===== config.mk =====
export PLATFORM = sky130hd
export DESIGN_NAME = format9_madd_accum
export DESIGN_NICKNAME = d
export VERILOG_FILES = /design/src/rtl/format9_pkg.sv /design/src/rtl/format9_lzc.sv /design/src/rtl/format9_madd_accum.sv
export SDC_FILE = /design/constraint.sdc
export NUM_CORES = 1
export LEC_CHECK = 0
export ABC_AREA = 0
export CORE_MARGIN = 4
export CORE_UTILIZATION = 50
export DETAILED_ROUTE_END_ITERATION = 12
export PLACE_DENSITY = 0.81
export SLEW_MARGIN = 25
export SYNTH_ARGS = -nofsm -noshare
export SYNTH_HDL_FRONTEND = slang
export SYNTH_HIERARCHICAL = 1
export SYNTH_SLANG_ARGS = --single-unit
export TNS_END_PERCENT = 30

===== constraint.sdc =====
create_clock -name clk -period 6.94 [get_ports clk]
set_clock_uncertainty 0.05 [all_clocks]
set_input_delay 2.082 -clock clk [delete_from_list [all_inputs] [get_ports clk]]
set_output_delay 2.082 -clock clk [all_outputs]
set_load 0.005 [all_outputs]

===== src/rtl/format9_pkg.sv =====
// Shared types and helpers for the format9 accumulator: constants, FSM
// state encoding, the extended-precision accumulator record and the
// alignment / packing helpers.
package format9_pkg;

  localparam int GUARD_BITS = 3;
  localparam int EXP_BIAS   = 127;

  // Significand with hidden bit plus guard bits; the adder adds one carry bit.
  localparam int MANT_W = 8 + GUARD_BITS;
  localparam int SUM_W  = MANT_W + 1;
  localparam int LZC_W  = $clog2(SUM_W + 1);

  localparam logic [15:0] QNAN    = 16'h7FC0;
  localparam logic [7:0]  EXP_INF = 8'hFF;

  // Exponents are held unbiased and signed inside the accumulator.
  localparam logic signed [9:0] BIAS_S   = 10'(EXP_BIAS);
  localparam logic signed [9:0] EXP_OVF  = 10'sd255 - BIAS_S;
  localparam logic signed [9:0] EXP_ZERO = -BIAS_S;
  localparam logic [9:0]        MANT_W10 = 10'(MANT_W);

  typedef enum logic [2:0] {
    IDLE  = 3'd0,
    ALIGN = 3'd1,
    ADD   = 3'd2,
    NORM  = 3'd3,
    OUT   = 3'd4
  } state_t;

  typedef struct packed {
    logic                sign;
    logic signed [9:0]   exp;
    logic [MANT_W-1:0]   mant;
    logic                is_nan;
    logic                is_inf;
  } acc_t;

  localparam acc_t ACC_ZERO = '{sign: 1'b0, exp: EXP_ZERO, mant: '0,
                                is_nan: 1'b0, is_inf: 1'b0};

  // Biased 8-bit exponent field to signed unbiased exponent.
  function automatic logic signed [9:0] unbias(input logic [7:0] e);
    return $signed({2'b00, e}) - BIAS_S;
  endfunction

  // Right shift whose lost bits are ORed into the LSB (sticky).
  function automatic logic [MANT_W-1:0] shr_sticky(input logic [MANT_W-1:0] m,
                                                   input logic [9:0]        d);
    logic [MANT_W-1:0] mask;
    logic [MANT_W-1:0] r;
    if (d >= MANT_W10) begin
      r = {{(MANT_W-1){1'b0}}, |m};
    end else begin
      mask = ~({MANT_W{1'b1}} << d);
      r    = m >> d;
      r[0] = r[0] | (|(m & mask));
    end
    return r;
  endfunction

  // Round-to-nearest-even and pack into {S, E[7:0], M[6:0]}.
  function automatic logic [15:0] pack_acc(input acc_t a);
    logic              up;
    logic [8:0]        rnd;
    logic signed [9:0] be;
    logic [15:0]       r;
    up  = a.mant[GUARD_BITS-1] &
          ((|a.mant[GUARD_BITS-2:0]) | a.mant[GUARD_BITS]);
    rnd = {1'b0, a.mant[MANT_W-1:GUARD_BITS]} + {8'h00, up};
    be  = a.exp + BIAS_S + $signed({9'h000, rnd[8]});
    if (a.is_nan) begin
      r = QNAN;
    end else if (a.is_inf) begin
      r = {a.sign, EXP_INF, 7'h00};
    end else if (a.mant == '0) begin
      r = 16'h0000;
    end else if (be >= 10'sd255) begin
      r = {a.sign, EXP_INF, 7'h00};
    end else begin
      // On mantissa carry-out rnd[7:0] is zero, so the fraction is zero too.
      r = {a.sign, be[7:0], rnd[6:0]};
    end
    return r;
  endfunction

endpackage


===== src/rtl/format9_lzc.sv =====
// Combinational leading-zero counter over the adder result magnitude.
// An all-zero input reports W.
module format9_lzc #(
  parameter int W  = 12,
  parameter int CW = $clog2(W + 1)
) (
  input  logic [W-1:0]  i_value,
  output logic [CW-1:0] o_count
);

  // Scan upward so the highest set bit decides the count.
  always_comb begin
    o_count = CW'(W);
    for (int i = 0; i < W; i++) begin
      if (i_value[i]) o_count = CW'(W - 1 - i);
    end
  end

endmodule


===== src/rtl/format9_madd_accum.sv =====
// format9 vector accumulator: sums a stream of 16-bit products
// (1/8/7, bias 127) in an extended-precision accumulator and emits the
// rounded sum on the product flagged last. Each product runs through
// ALIGN, ADD and NORM, so one product is accepted every 4 cycles.
// Optional build macro FORMAT9_ACC_FLAGS_EN adds sum_flags
// {invalid, overflow, underflow}, sticky per vector.
//
// Handshakes: a transfer happens on a rising clk edge where valid and
// ready are both high. The producer keeps data/last stable while valid is
// high and ready is low; this block keeps sum_data stable while
// sum_valid is high and sum_ready is low, and never drops sum_valid
// before the handshake.
module format9_madd_accum
  import format9_pkg::*;
(
  input  logic        clk,
  input  logic        rst,
  input  logic        prod_valid,
  output logic        prod_ready,
  input  logic [15:0] prod_data,
  input  logic        prod_last,
  output logic        sum_valid,
  input  logic        sum_ready,
  output logic [15:0] sum_data
`ifdef FORMAT9_ACC_FLAGS_EN
  ,
  output logic [2:0]  sum_flags
`endif
);

  localparam logic [LZC_W-1:0] LZ_ONE = LZC_W'(1);

  state_t              r_state;
  state_t              w_next;
  logic                r_alive;
  logic [15:0]         r_op;
  logic                r_last;
  acc_t                r_acc;
  logic [MANT_W-1:0]   r_a_mag;
  logic [MANT_W-1:0]   r_b_mag;
  logic                r_a_sign;
  logic                r_b_sign;
  logic signed [9:0]   r_exp;
  logic [SUM_W-1:0]    r_sum;
  logic                r_sum_sign;
  logic [15:0]         r_sum_data;

  logic                w_prod_hs;
  logic                w_sum_hs;

  logic [7:0]          w_op_e;
  logic [6:0]          w_op_m;
  logic                w_op_zero;
  logic                w_op_inf;
  logic                w_op_nan;
  logic [MANT_W-1:0]   w_op_mag;
  logic signed [9:0]   w_op_exp;

  logic [MANT_W-1:0]   w_big_mag;
  logic [MANT_W-1:0]   w_small_mag;
  logic [MANT_W-1:0]   w_small_al;
  logic                w_big_sign;
  logic                w_small_sign;
  logic signed [9:0]   w_big_exp;
  logic signed [9:0]   w_small_exp;
  logic [9:0]          w_diff;
  logic                w_inf_clash;
  logic                w_res_nan;
  logic                w_res_inf;

  logic [SUM_W-1:0]    w_sum;
  logic                w_sum_sign;

  logic [LZC_W-1:0]    w_lz;
  logic [LZC_W-1:0]    w_lsh;
  logic [MANT_W-1:0]   w_nmant;
  logic signed [9:0]   w_nexp;
  logic                w_sum_zero;
  logic                w_acc_special;
  acc_t                w_norm;
  logic [15:0]         w_pack;

  assign w_prod_hs = prod_valid & prod_ready;
  assign w_sum_hs  = sum_valid & sum_ready;

  // ---------------- FSM ----------------

  // State register; r_alive holds prod_ready low until the first edge after reset.
  always_ff @(posedge clk or posedge rst) begin
    if (rst) begin
      r_state <= IDLE;
      r_alive <= 1'b0;
    end else begin
      r_state <= w_next;
      r_alive <= 1'b1;
    end
  end

  // Next-state: fixed ALIGN/ADD/NORM walk, OUT only after the last product.
  always_comb begin
    w_next = r_state;
    case (r_state)
      IDLE:    if (w_prod_hs) w_next = ALIGN;
      ALIGN:   w_next = ADD;
      ADD:     w_next = NORM;
      NORM:    w_next = r_last ? OUT : IDLE;
      OUT:     if (w_sum_hs) w_next = IDLE;
      default: w_next = IDLE;
    endcase
  end

  // Stream outputs decoded from the state.
  always_comb begin
    prod_ready = r_alive & (r_state == IDLE);
    sum_valid  = (r_state == OUT);
  end

  assign sum_data = r_sum_data;

  // ---------------- ALIGN ----------------

  assign w_op_e    = r_op[14:7];
  assign w_op_m    = r_op[6:0];
  assign w_op_zero = (w_op_e == 8'h00);
  assign w_op_inf  = (w_op_e == EXP_INF) & (w_op_m == 7'h00);
  assign w_op_nan  = (w_op_e == EXP_INF) & (w_op_m != 7'h00);
  assign w_op_mag  = w_op_zero ? '0 : {1'b1, w_op_m, {GUARD_BITS{1'b0}}};
  assign w_op_exp  = w_op_zero ? EXP_ZERO : unbias(w_op_e);

  assign w_inf_clash = w_op_inf & r_acc.is_inf & (r_op[15] != r_acc.sign);
  assign w_res_nan   = r_acc.is_nan | w_op_nan | w_inf_clash;
  assign w_res_inf   = ~w_res_nan & (r_acc.is_inf | w_op_inf);

  // Order operands by exponent and shift the smaller one into place.
  always_comb begin
    if ($signed(w_op_exp) > $signed(r_acc.exp)) begin
      w_big_mag    = w_op_mag;
      w_big_sign   = r_op[15];
      w_big_exp    = w_op_exp;
      w_small_mag  = r_acc.mant;
      w_small_sign = r_acc.sign;
      w_small_exp  = r_acc.exp;
    end else begin
      w_big_mag    = r_acc.mant;
      w_big_sign   = r_acc.sign;
      w_big_exp    = r_acc.exp;
      w_small_mag  = w_op_mag;
      w_small_sign = r_op[15];
      w_small_exp  = w_op_exp;
    end
    w_diff     = w_big_exp - w_small_exp;
    w_small_al = shr_sticky(w_small_mag, w_diff);
  end

  // ---------------- ADD ----------------

  // Signed-magnitude add; the result takes the sign of the larger magnitude.
  always_comb begin
    if (r_a_sign == r_b_sign) begin
      w_sum      = {1'b0, r_a_mag} + {1'b0, r_b_mag};
      w_sum_sign = r_a_sign;
    end else if (r_a_mag >= r_b_mag) begin
      w_sum      = {1'b0, r_a_mag} - {1'b0, r_b_mag};
      w_sum_sign = r_a_sign;
    end else begin
      w_sum      = {1'b0, r_b_mag} - {1'b0, r_a_mag};
      w_sum_sign = r_b_sign;
    end
  end

  // ---------------- NORM ----------------

  format9_lzc #(
    .W  (SUM_W),
    .CW (LZC_W)
  ) u_lzc (
    .i_value (r_sum),
    .o_count (w_lz)
  );

  assign w_lsh         = w_lz - LZ_ONE;
  assign w_sum_zero    = (r_sum == '0);
  assign w_acc_special = r_acc.is_nan | r_acc.is_inf;

  // Bring the leading one to the hidden-bit position and fix the exponent.
  always_comb begin
    w_nmant = r_sum[MANT_W-1:0] << w_lsh;
    w_nexp  = r_exp - $signed({{(10-LZC_W){1'b0}}, w_lsh});
    if (r_sum[SUM_W-1]) begin
      w_nmant = {r_sum[SUM_W-1:2], |r_sum[1:0]};
      w_nexp  = r_exp + 10'sd1;
    end
  end

  // Normalised accumulator: cancellation and flush give +0, overflow gives inf.
  always_comb begin
    w_norm = r_acc;
    if (!w_acc_special) begin
      if (w_sum_zero) begin
        w_norm = ACC_ZERO;
      end else if (w_nexp >= EXP_OVF) begin
        w_norm.is_inf = 1'b1;
        w_norm.sign   = r_sum_sign;
      end else if (w_nexp <= EXP_ZERO) begin
        w_norm = ACC_ZERO;
      end else begin
        w_norm.sign = r_sum_sign;
        w_norm.exp  = w_nexp;
        w_norm.mant = w_nmant;
      end
    end
  end

  assign w_pack = pack_acc(w_norm);

  // ---------------- datapath registers ----------------

  // Operand capture, pipeline registers, accumulator and result register.
  always_ff @(posedge clk or posedge rst) begin
    if (rst) begin
      r_op       <= 16'h0000;
      r_last     <= 1'b0;
      r_acc      <= ACC_ZERO;
      r_a_mag    <= '0;
      r_b_mag    <= '0;
      r_a_sign   <= 1'b0;
      r_b_sign   <= 1'b0;
      r_exp      <= EXP_ZERO;
      r_sum      <= '0;
      r_sum_sign <= 1'b0;
      r_sum_data <= 16'h0000;
    end else begin
      case (r_state)
        IDLE: begin
          if (w_prod_hs) begin
            r_op   <= prod_data;
            r_last <= prod_last;
          end
        end
        ALIGN: begin
          r_a_mag      <= w_big_mag;
          r_a_sign     <= w_big_sign;
          r_b_mag      <= w_small_al;
          r_b_sign     <= w_small_sign;
          r_exp        <= w_big_exp;
          r_acc.is_nan <= w_res_nan;
          r_acc.is_inf <= w_res_inf;
          if (w_res_inf && !r_acc.is_inf) r_acc.sign <= r_op[15];
        end
        ADD: begin
          r_sum      <= w_sum;
          r_sum_sign <= w_sum_sign;
        end
        NORM: begin
          r_acc <= w_norm;
          if (r_last) r_sum_data <= w_pack;
        end
        OUT: begin
          if (w_sum_hs) r_acc <= ACC_ZERO;
        end
        default: ;
      endcase
    end
  end

`ifdef FORMAT9_ACC_FLAGS_EN
  logic       w_new_invalid;
  logic       w_norm_ovf;
  logic       w_norm_unf;
  logic       w_pack_ovf;
  logic [2:0] r_flags;

  assign w_new_invalid = w_op_nan | w_inf_clash;
  assign w_norm_ovf    = ~w_acc_special & ~w_sum_zero & (w_nexp >= EXP_OVF);
  assign w_norm_unf    = ~w_acc_special & ~w_sum_zero & (w_nexp < EXP_OVF) &
                         (w_nexp <= EXP_ZERO);
  // Rounding carry into the all-ones exponent is also an arithmetic overflow.
  assign w_pack_ovf    = r_last & ~w_norm.is_inf & ~w_norm.is_nan &
                         (w_pack[14:7] == EXP_INF);

  // Sticky exception flags, cleared when the sum is taken.
  always_ff @(posedge clk or posedge rst) begin
    if (rst) begin
      r_flags <= 3'b000;
    end else begin
      case (r_state)
        ALIGN:   r_flags[2] <= r_flags[2] | w_new_invalid;
        NORM: begin
          r_flags[1] <= r_flags[1] | w_norm_ovf | w_pack_ovf;
          r_flags[0] <= r_flags[0] | w_norm_unf;
        end
        OUT:     if (w_sum_hs) r_flags <= 3'b000;
        default: ;
      endcase
    end
  end

  assign sum_flags = r_flags;
`endif

endmodule


### After elaboration in Yosys (flattened, before gate mapping)

Cells that the tools add are included.

| operators by class | value |
|---|---|
| add/sub/neg operators | 11 |
| order comparisons | 6 |
| equality and inequality tests | 10 |
| shift operators | 3 |
| multiplexer cells | 47 |
| bitwise operators | 18 |
| reductions and logical operators | 20 |

Operator list:

| operator | count |
|---|---|
| 2-to-1 mux 24 bit | 3 |
| 2-to-1 mux 11 bit | 5 |
| 2-to-1 mux 16 bit | 3 |
| 2-to-1 mux 22 bit | 2 |
| one-hot mux 21 bit (2 select lines) | 1 |
| 2-to-1 mux 10 bit | 4 |
| 2-to-1 mux 4 bit | 8 |
| 2-to-1 mux 12 bit | 2 |
| subtractor 11 x 11 -> 12 bit | 2 |
| OR reduction 11 bit | 2 |
| 2-to-1 mux 3 bit | 7 |
| greater-or-equal comparator 10 x 9 -> 1 bit (second input constant) | 2 |
| 2-to-1 mux 15 bit | 1 |
| one-hot mux 3 bit (5 select lines) | 1 |
| adder 11 x 11 -> 12 bit | 1 |
| zero test 12 bit | 1 |
| bitwise AND 11 bit | 1 |
| greater-or-equal comparator 11 bit | 1 |
| zero test 11 bit | 1 |
| NOT 11 bit | 1 |
| left shift 11 x 10 -> 11 bit (first input constant) | 1 |
| left shift 11 x 4 -> 11 bit | 1 |
| >> shifter 11 x 10 -> 11 bit | 1 |
| adder 10 x 2 -> 10 bit | 1 |
| 36 further kinds | 62 |

| storage, ports and cells | value |
|---|---|
| bits in registers | 108 |
| input port bits | 21 |
| output and inout port bits | 18 |
| logic and storage cells | 132 |

### Depth between registers and ports, before layout

| depth | value |
|---|---|
| depth after elaboration | 30 |
| gate-level depth with buffers | 33 |
| depth with buffers taken out | 31 |

### Cells and area by module

The synthesis kept the hierarchy.

By module, submodules not included:

| module | instances | cells an instance | area each (µm²) | seq. area each (µm²) |
|---|---|---|---|---|
| format9_madd_accum | 1 | 1,175 | 9,846.9 | 2,712.6 |
| format9_lzc | 1 | 21 | 111.4 | 0.0 |

### Least setup slack after synthesis

No wires, ideal clock.

| timing path | value |
|---|---|
| path kind | register -> register |
| start point | register r_sum[8] |
| end point | register r_sum_data[2] (netlist: sum_data[2]) |
| setup time | 138 ps |
| data arrival time | 6,855 ps |
| data required time | 6,752 ps |
| slack | -103 ps |
| cell stages (with the launch flop) | 32 |
| path buffers | 2 |
| clock period less this slack | 7,043 ps |
| cells stage by stage | dfrtp_1 -> or4_4 -> a31oi_1 -> inv_1 -> ha_1 -> a21boi_4 -> xor2_4 -> inv_4 -> ha_1 -> nor2b_1 -> ha_1 -> buf_2 -> o21ai_1 -> o21bai_1 -> a21oi_1 -> o31ai_2 -> xnor2_4 -> mux2i_4 -> and2_1 -> buf_4 -> a22oi_2 -> nor2_1 -> ha_1 -> and4b_1 -> nand2_1 -> ha_1 -> ha_1 -> nand2_2 -> mux2i_1 -> a31oi_1 -> nor4b_4 -> o41ai_2 |

| on the way | value |
|---|---|
| word-level cells in the longest chain between the ends | 22 |
| elaborated cells on any way between the ends | 30 |
| classes of those cells | add/sub (5); order compare (3); shift (1); mux (16); bitwise (2); reduce/logical (3) |

RTL lines:

| what | RTL line | source |
|---|---|---|
| start, declared | format9_madd_accum.sv:44 | `logic [SUM_W-1:0] r_sum;` |
| start signal, assigned | format9_madd_accum.sv:251 | `r_sum <= w_sum;` |
| 2-to-1 mux 4 bit (*) (4 in a row) | format9_lzc.sv:15 | `if (i_value[i]) o_count = CW'(W - 1 - i);` |
| named net w_lz[2] | format9_madd_accum.sv:74 | `logic [LZC_W-1:0] w_lz;` |
| subtractor 4 x 1 -> 4 bit (*) | format9_madd_accum.sv:181 | `assign w_lsh = w_lz - LZ_ONE;` |
| subtractor 10 x 5 -> 10 bit | format9_madd_accum.sv:188 | `w_nexp = r_exp - $signed({{(10-LZC_W){1'b0}}, w_lsh});` |
| 2-to-1 mux 10 bit | format9_madd_accum.sv:189 | `if (r_sum[SUM_W-1]) begin` |
| less-or-equal comparator 10 x 8 -> 1 bit | format9_madd_accum.sv:204 | `end else if (w_nexp <= EXP_ZERO) begin` |
| 2-to-1 mux 22 bit | format9_madd_accum.sv:204 |  |
| 2-to-1 mux 22 bit | format9_madd_accum.sv:201 | `end else if (w_nexp >= EXP_OVF) begin` |
| (+4 left out) | -- |  |
| bitwise AND 1 bit | format9_pkg.sv:68 | `up = a.mant[GUARD_BITS-1] &` |
| adder 8 x 1 -> 9 bit | format9_pkg.sv:70 | `rnd = {1'b0, a.mant[MANT_W-1:GUARD_BITS]} + {8'h00, up};` |
| adder 10 x 2 -> 10 bit | format9_pkg.sv:71 | `be = a.exp + BIAS_S + $signed({9'h000, rnd[8]});` |
| greater-or-equal comparator 10 x 9 -> 1 bit | format9_pkg.sv:78 | `end else if (be >= 10'sd255) begin` |
| 2-to-1 mux 15 bit | format9_pkg.sv:78 |  |
| 2-to-1 mux 16 bit | format9_pkg.sv:76 | `end else if (a.mant == '0) begin` |
| 2-to-1 mux 16 bit | format9_pkg.sv:74 | `end else if (a.is_inf) begin` |
| 2-to-1 mux 16 bit (*) | format9_pkg.sv:72 | `if (a.is_nan) begin` |
| end signal, assigned | format9_madd_accum.sv:256 | `if (r_last) r_sum_data <= w_pack;` |
| end, declared | format9_madd_accum.sv:46 | `logic [15:0] r_sum_data;` |

The timed path passes the listed nets; every way through them passes the cells marked *.
A chain may end at the register's enable or synchronous reset.

### Worst setup path after layout

| timing path | value |
|---|---|
| start point | register r_sum[0] |
| end point | register r_sum_data[2] (netlist: sum_data[2]) |

| on the way | value |
|---|---|
| word-level cells in the longest chain between the ends | 30 |
| elaborated cells on any way between the ends | 39 |
| classes of those cells | add/sub (5); order compare (3); shift (1); mux (24); bitwise (2); reduce/logical (4) |

RTL lines:

| what | RTL line |
|---|---|
| 2-to-1 mux 3 bit (*) (4 in a row) | format9_lzc.sv:15 |
| 2-to-1 mux 4 bit (*) (8 in a row) | format9_lzc.sv:15 |
| named net w_lz[1] | format9_madd_accum.sv:74 |
| subtractor 4 x 1 -> 4 bit (*) | format9_madd_accum.sv:181 |
| subtractor 10 x 5 -> 10 bit | format9_madd_accum.sv:188 |
| 2-to-1 mux 10 bit | format9_madd_accum.sv:189 |
| less-or-equal comparator 10 x 8 -> 1 bit | format9_madd_accum.sv:204 |
| 2-to-1 mux 22 bit | format9_madd_accum.sv:204 |
| (+5 left out) | -- |
| bitwise AND 1 bit | format9_pkg.sv:68 |
| adder 8 x 1 -> 9 bit | format9_pkg.sv:70 |
| adder 10 x 2 -> 10 bit | format9_pkg.sv:71 |
| greater-or-equal comparator 10 x 9 -> 1 bit | format9_pkg.sv:78 |
| 2-to-1 mux 15 bit | format9_pkg.sv:78 |
| 2-to-1 mux 16 bit | format9_pkg.sv:76 |
| 2-to-1 mux 16 bit | format9_pkg.sv:74 |
| 2-to-1 mux 16 bit (*) | format9_pkg.sv:72 |

Marks and branches as above.

==> impl_metrics.csv <==
group,metric,value,unit
logic_synthesis,seq_area_frac_synth,27.2,%
logic_synthesis,synth-adder-area-share,8.72,%
logic_synthesis,mappedNetlistNets,1284,
clock_tree,clock_path_buffers,2,
logic_synthesis,synth.area.mux_share,8.02,%
die,initial_core_util,51.0,%
hold_path,whs_path_depth,2,
clock_tree,cts_hold_buf,0,
hold_path,holdCritStartpoint,"r_exp[7]$_DFFE_PP1N_",
logic_synthesis,synth_edf_count,0,
drt,wirelength,28300,um
place,place.gp.congestion,1.02,
logic_synthesis,synth_compound_area_share,26.4,%
logic_synthesis,yosysWarnings,6,
worst_setup_path,worstPathMaxFanout,9,
sta,hold_viol_final,0,
worst_setup_path,rr_worst_depth,31,
sta,setup_viol,0,
clock_tree,cts_buffers,9,
logic_synthesis,synth_top_cells_by_count,"nand2_1, nor2_1, dfrtp_1",
final_layout,num_antenna_cells,0,
drt,vias_per_cell,6.16,
grt,grt_pass1_wl,44800,um
logic_synthesis,synthXorXnorAreaFrac,4.80,%
logic_synthesis,postSynthRegisterBits,108,
die,fp-row-count,51,
die,die_w,149,um
logic_synthesis,synth_area,9960,um2
drt,antenna_left,0,
job,cap_violations,0,
grt,grt_pass1_vias,8564,
worst_setup_path,rr_startpoint,"r_sum[0]$_DFFE_PP0P_",
clock_tree,cts_tree,"yes",
worst_setup_path,r2r_slack,0.33,ns
logic_synthesis,syn_area_per_cell,8.33,um2
grt,grt_usage,24.9,%
drt,first_pass_iters,6,
drt,wire_per_inst,18.8,um
clock_tree,clock_latency,0.36,ns
worst_setup_path,cp_common_cell,"ha_1",
die,ioPinCount,39,
drt,drc,0,
grt,grt_start_max_net_pins,72,
worst_setup_path,critical_path_class,"flip-flop to flip-flop",
sta,fin_crit_sh,95.3,%
die,core_area,19500,um2
worst_setup_path,r2r_end,"sum_data[2]$_DFFE_PP0P_",
worst_setup_path,slowest_delay,0.43,ns
worst_setup_path,cp_data_arrival_time,6.83,ns
clock_tree,h-tree-depth,3,
hold_path,min_path_type,"flip-flop to flip-flop",
drt,drtIter0Drc,953,
sta,rsz0062_at_grt,"no",
grt,overflow,0,
final_layout,fillers,1767,
final_layout,area_growth,12.0,%
grt,grt_antenna_before_repair,0,
logic_synthesis,synthFlopType,"dfrtp_1",
worst_setup_path,worst_ep_required_time,7.16,ns
logic_synthesis,ys_types,108,
logic_synthesis,synth.top_cell.area_share,25.1,%
worst_setup_path,end_kind,"flip-flop",
sta,worst_pin_slew,0.888,ns
logic_synthesis,synth_simple_gate_area_share,19.0,%
sta,period_minus_slack,6.61,ns
logic_synthesis,synth_area_leaders,"dfrtp_1, ha_1, nand2_1",
final_layout,nets,1323,
sta,finalMaxSlewViolations,0,
logic_synthesis,synth.most_common_cell,"nand2_1",
sta,slew_headroom,40.8,%
sta,setup_tns,0,ns
clock_tree,cts.sinks,108,
worst_setup_path,critPathLaunch,"r_sum[0]$_DFFE_PP0P_",
logic_synthesis,synthCells,1196,
final_layout,fin_util,57.1,%
clock_tree,cts_root_buf,"clkbuf_16",
sta,fmax,0.151,GHz
final_layout,multi_input_area,6790,um2
status,status,"finished, final reports clean",
hold_path,hold_end,"r_exp[7]$_DFFE_PP1N_",
clock_tree,cts.clk_slew.worst_paths,0.08,ns
place,dpl.hpwl,21500,um
worst_setup_path,crit_slowest_cell,"dfrtp_2",
die,die_area,22200,um2
logic_synthesis,synth_top_family_by_area,"compound AO/OA/AOI/OAI gates",
final_layout,regArea,2720,um2
place,numPortBuffers,38,
drt,via_count,9270,
logic_synthesis,synth_area_leader_cell,"dfrtp_1",
die,die_h,149,um
worst_setup_path,start_kind,"flip-flop",
final_layout,drive_above_1_share,14.6,%
logic_synthesis,synth_async_sr_flop_share,100,%
[metal layers]
layer / up-vias / GRT usage, % / wire length [um]
met1: 4444 / 34.7 / 12400
met4: 0 / 8.38 / 850
met3: 61 / 4.04 / 1900
li1: 4397 / - / -
met2: 368 / 39.7 / 13100
met5: - / 0 / 0
[critical path, delay by kind of cell (launching register included)]
kind | cells | cell delay, ns
compound gates | 10 | 2.14
simple gates | 9 | 1.37
fa+ha+maj | 4 | 1.03
buf+inv | 4 | 0.56
xor+xnor | 2 | 0.51
flops | 1 | 0.43
mux | 2 | 0.43
[stage by stage]
step	instances	hold slack [ns]	setup slack, ns	area [um2]
after CTS	1497	0.444	0.0257	11000
after global placement	1480	0.421	0.0885	10700
after global routing	1505	0.453	0.00985	11200
final	1505	0.441	0.328	11200
after detailed placement	1480	0.430	-0.116	10700
after floorplan	1196	0.400	0.0433	9960
[repair_timing]
item,4_1_cts,5_1_grt
gates resized for setup,4,20
setup buffers,1,8
pin swaps,1,4
cloned,0,0
setup endpoints to repair,9,14
[worst max-delay path by stage]
stage,end,slack [ns]
floorplan,sum_data[2]$_DFFE_PP0P_,0.04
global placement,sum_data[3]$_DFFE_PP0P_,0.09
detailed placement,sum_data[3]$_DFFE_PP0P_,-0.12
CTS,sum_data[2]$_DFFE_PP0P_,0.03
global route,sum_data[2]$_DFFE_PP0P_,0.01
finish,sum_data[2]$_DFFE_PP0P_,0.33
[layout by cell type, fill, tap and decap left out, types with 9 or more instances in the layout]
cell type | synthesis | routed
nand2_1 | 126 | 126
nor2_1 | 116 | 113
dfrtp_1 | 100 | 97
o21ai_0 | 86 | 85
a21oi_1 | 86 | 84
inv_1 | 79 | 78
ha_1 | 63 | 60
buf_4 | 4 | 45
clkdlybuf4s50_1 | 0 | 38
mux2i_1 | 33 | 32
mux2_2 | 30 | 30
nand3_1 | 26 | 26
nor3_1 | 25 | 25
xnor2_1 | 22 | 21
a31oi_1 | 21 | 19
xor2_1 | 20 | 19
a211oi_1 | 19 | 18
o211ai_1 | 13 | 13
nand2b_1 | 13 | 13
or3_1 | 12 | 12
o22ai_1 | 12 | 12
o31ai_1 | 13 | 12
nor2b_1 | 11 | 11
and2_1 | 12 | 11
a21o_1 | 9 | 9
o21ai_1 | 8 | 9
clkbuf_16 | 0 | 9
[sequential cells by signal, summed over array words and instances, names as in the netlist]
name / count
r_a_mag: 11
r_sum_sign: 1
r_alive: 1
r_sum: 12
r_op: 16
r_a_sign: 1
r_last: 1
r_b_sign: 1
r_acc: 24
r_b_mag: 11
r_exp: 10
sum_data: 16
r_state: 3
[logic make-up after synthesis]
group | Yosys count
AO/OA/AOI/OAI | 372
XOR/XNOR | 46
adder cells (fa/ha/maj) | 67
buffers and inverters | 136
flip-flops | 108
multiplexers | 70
other | 1
AND/OR/NAND/NOR | 396
[layout make-up]
type | instances | share of cell area, %
Multi-Input combinational cell | 952 | 60.9
Clock inverter | 5 | 0.538
Sequential cell | 108 | 24.3
Clock buffer | 11 | 2.09
Inverter | 81 | 2.77
Timing Repair Buffer | 83 | 6.44
Tap cell | 265 | 2.97
Power is not shown: default switching activity piles up to over one toggle a cycle in this logic, so the estimate is an artifact.
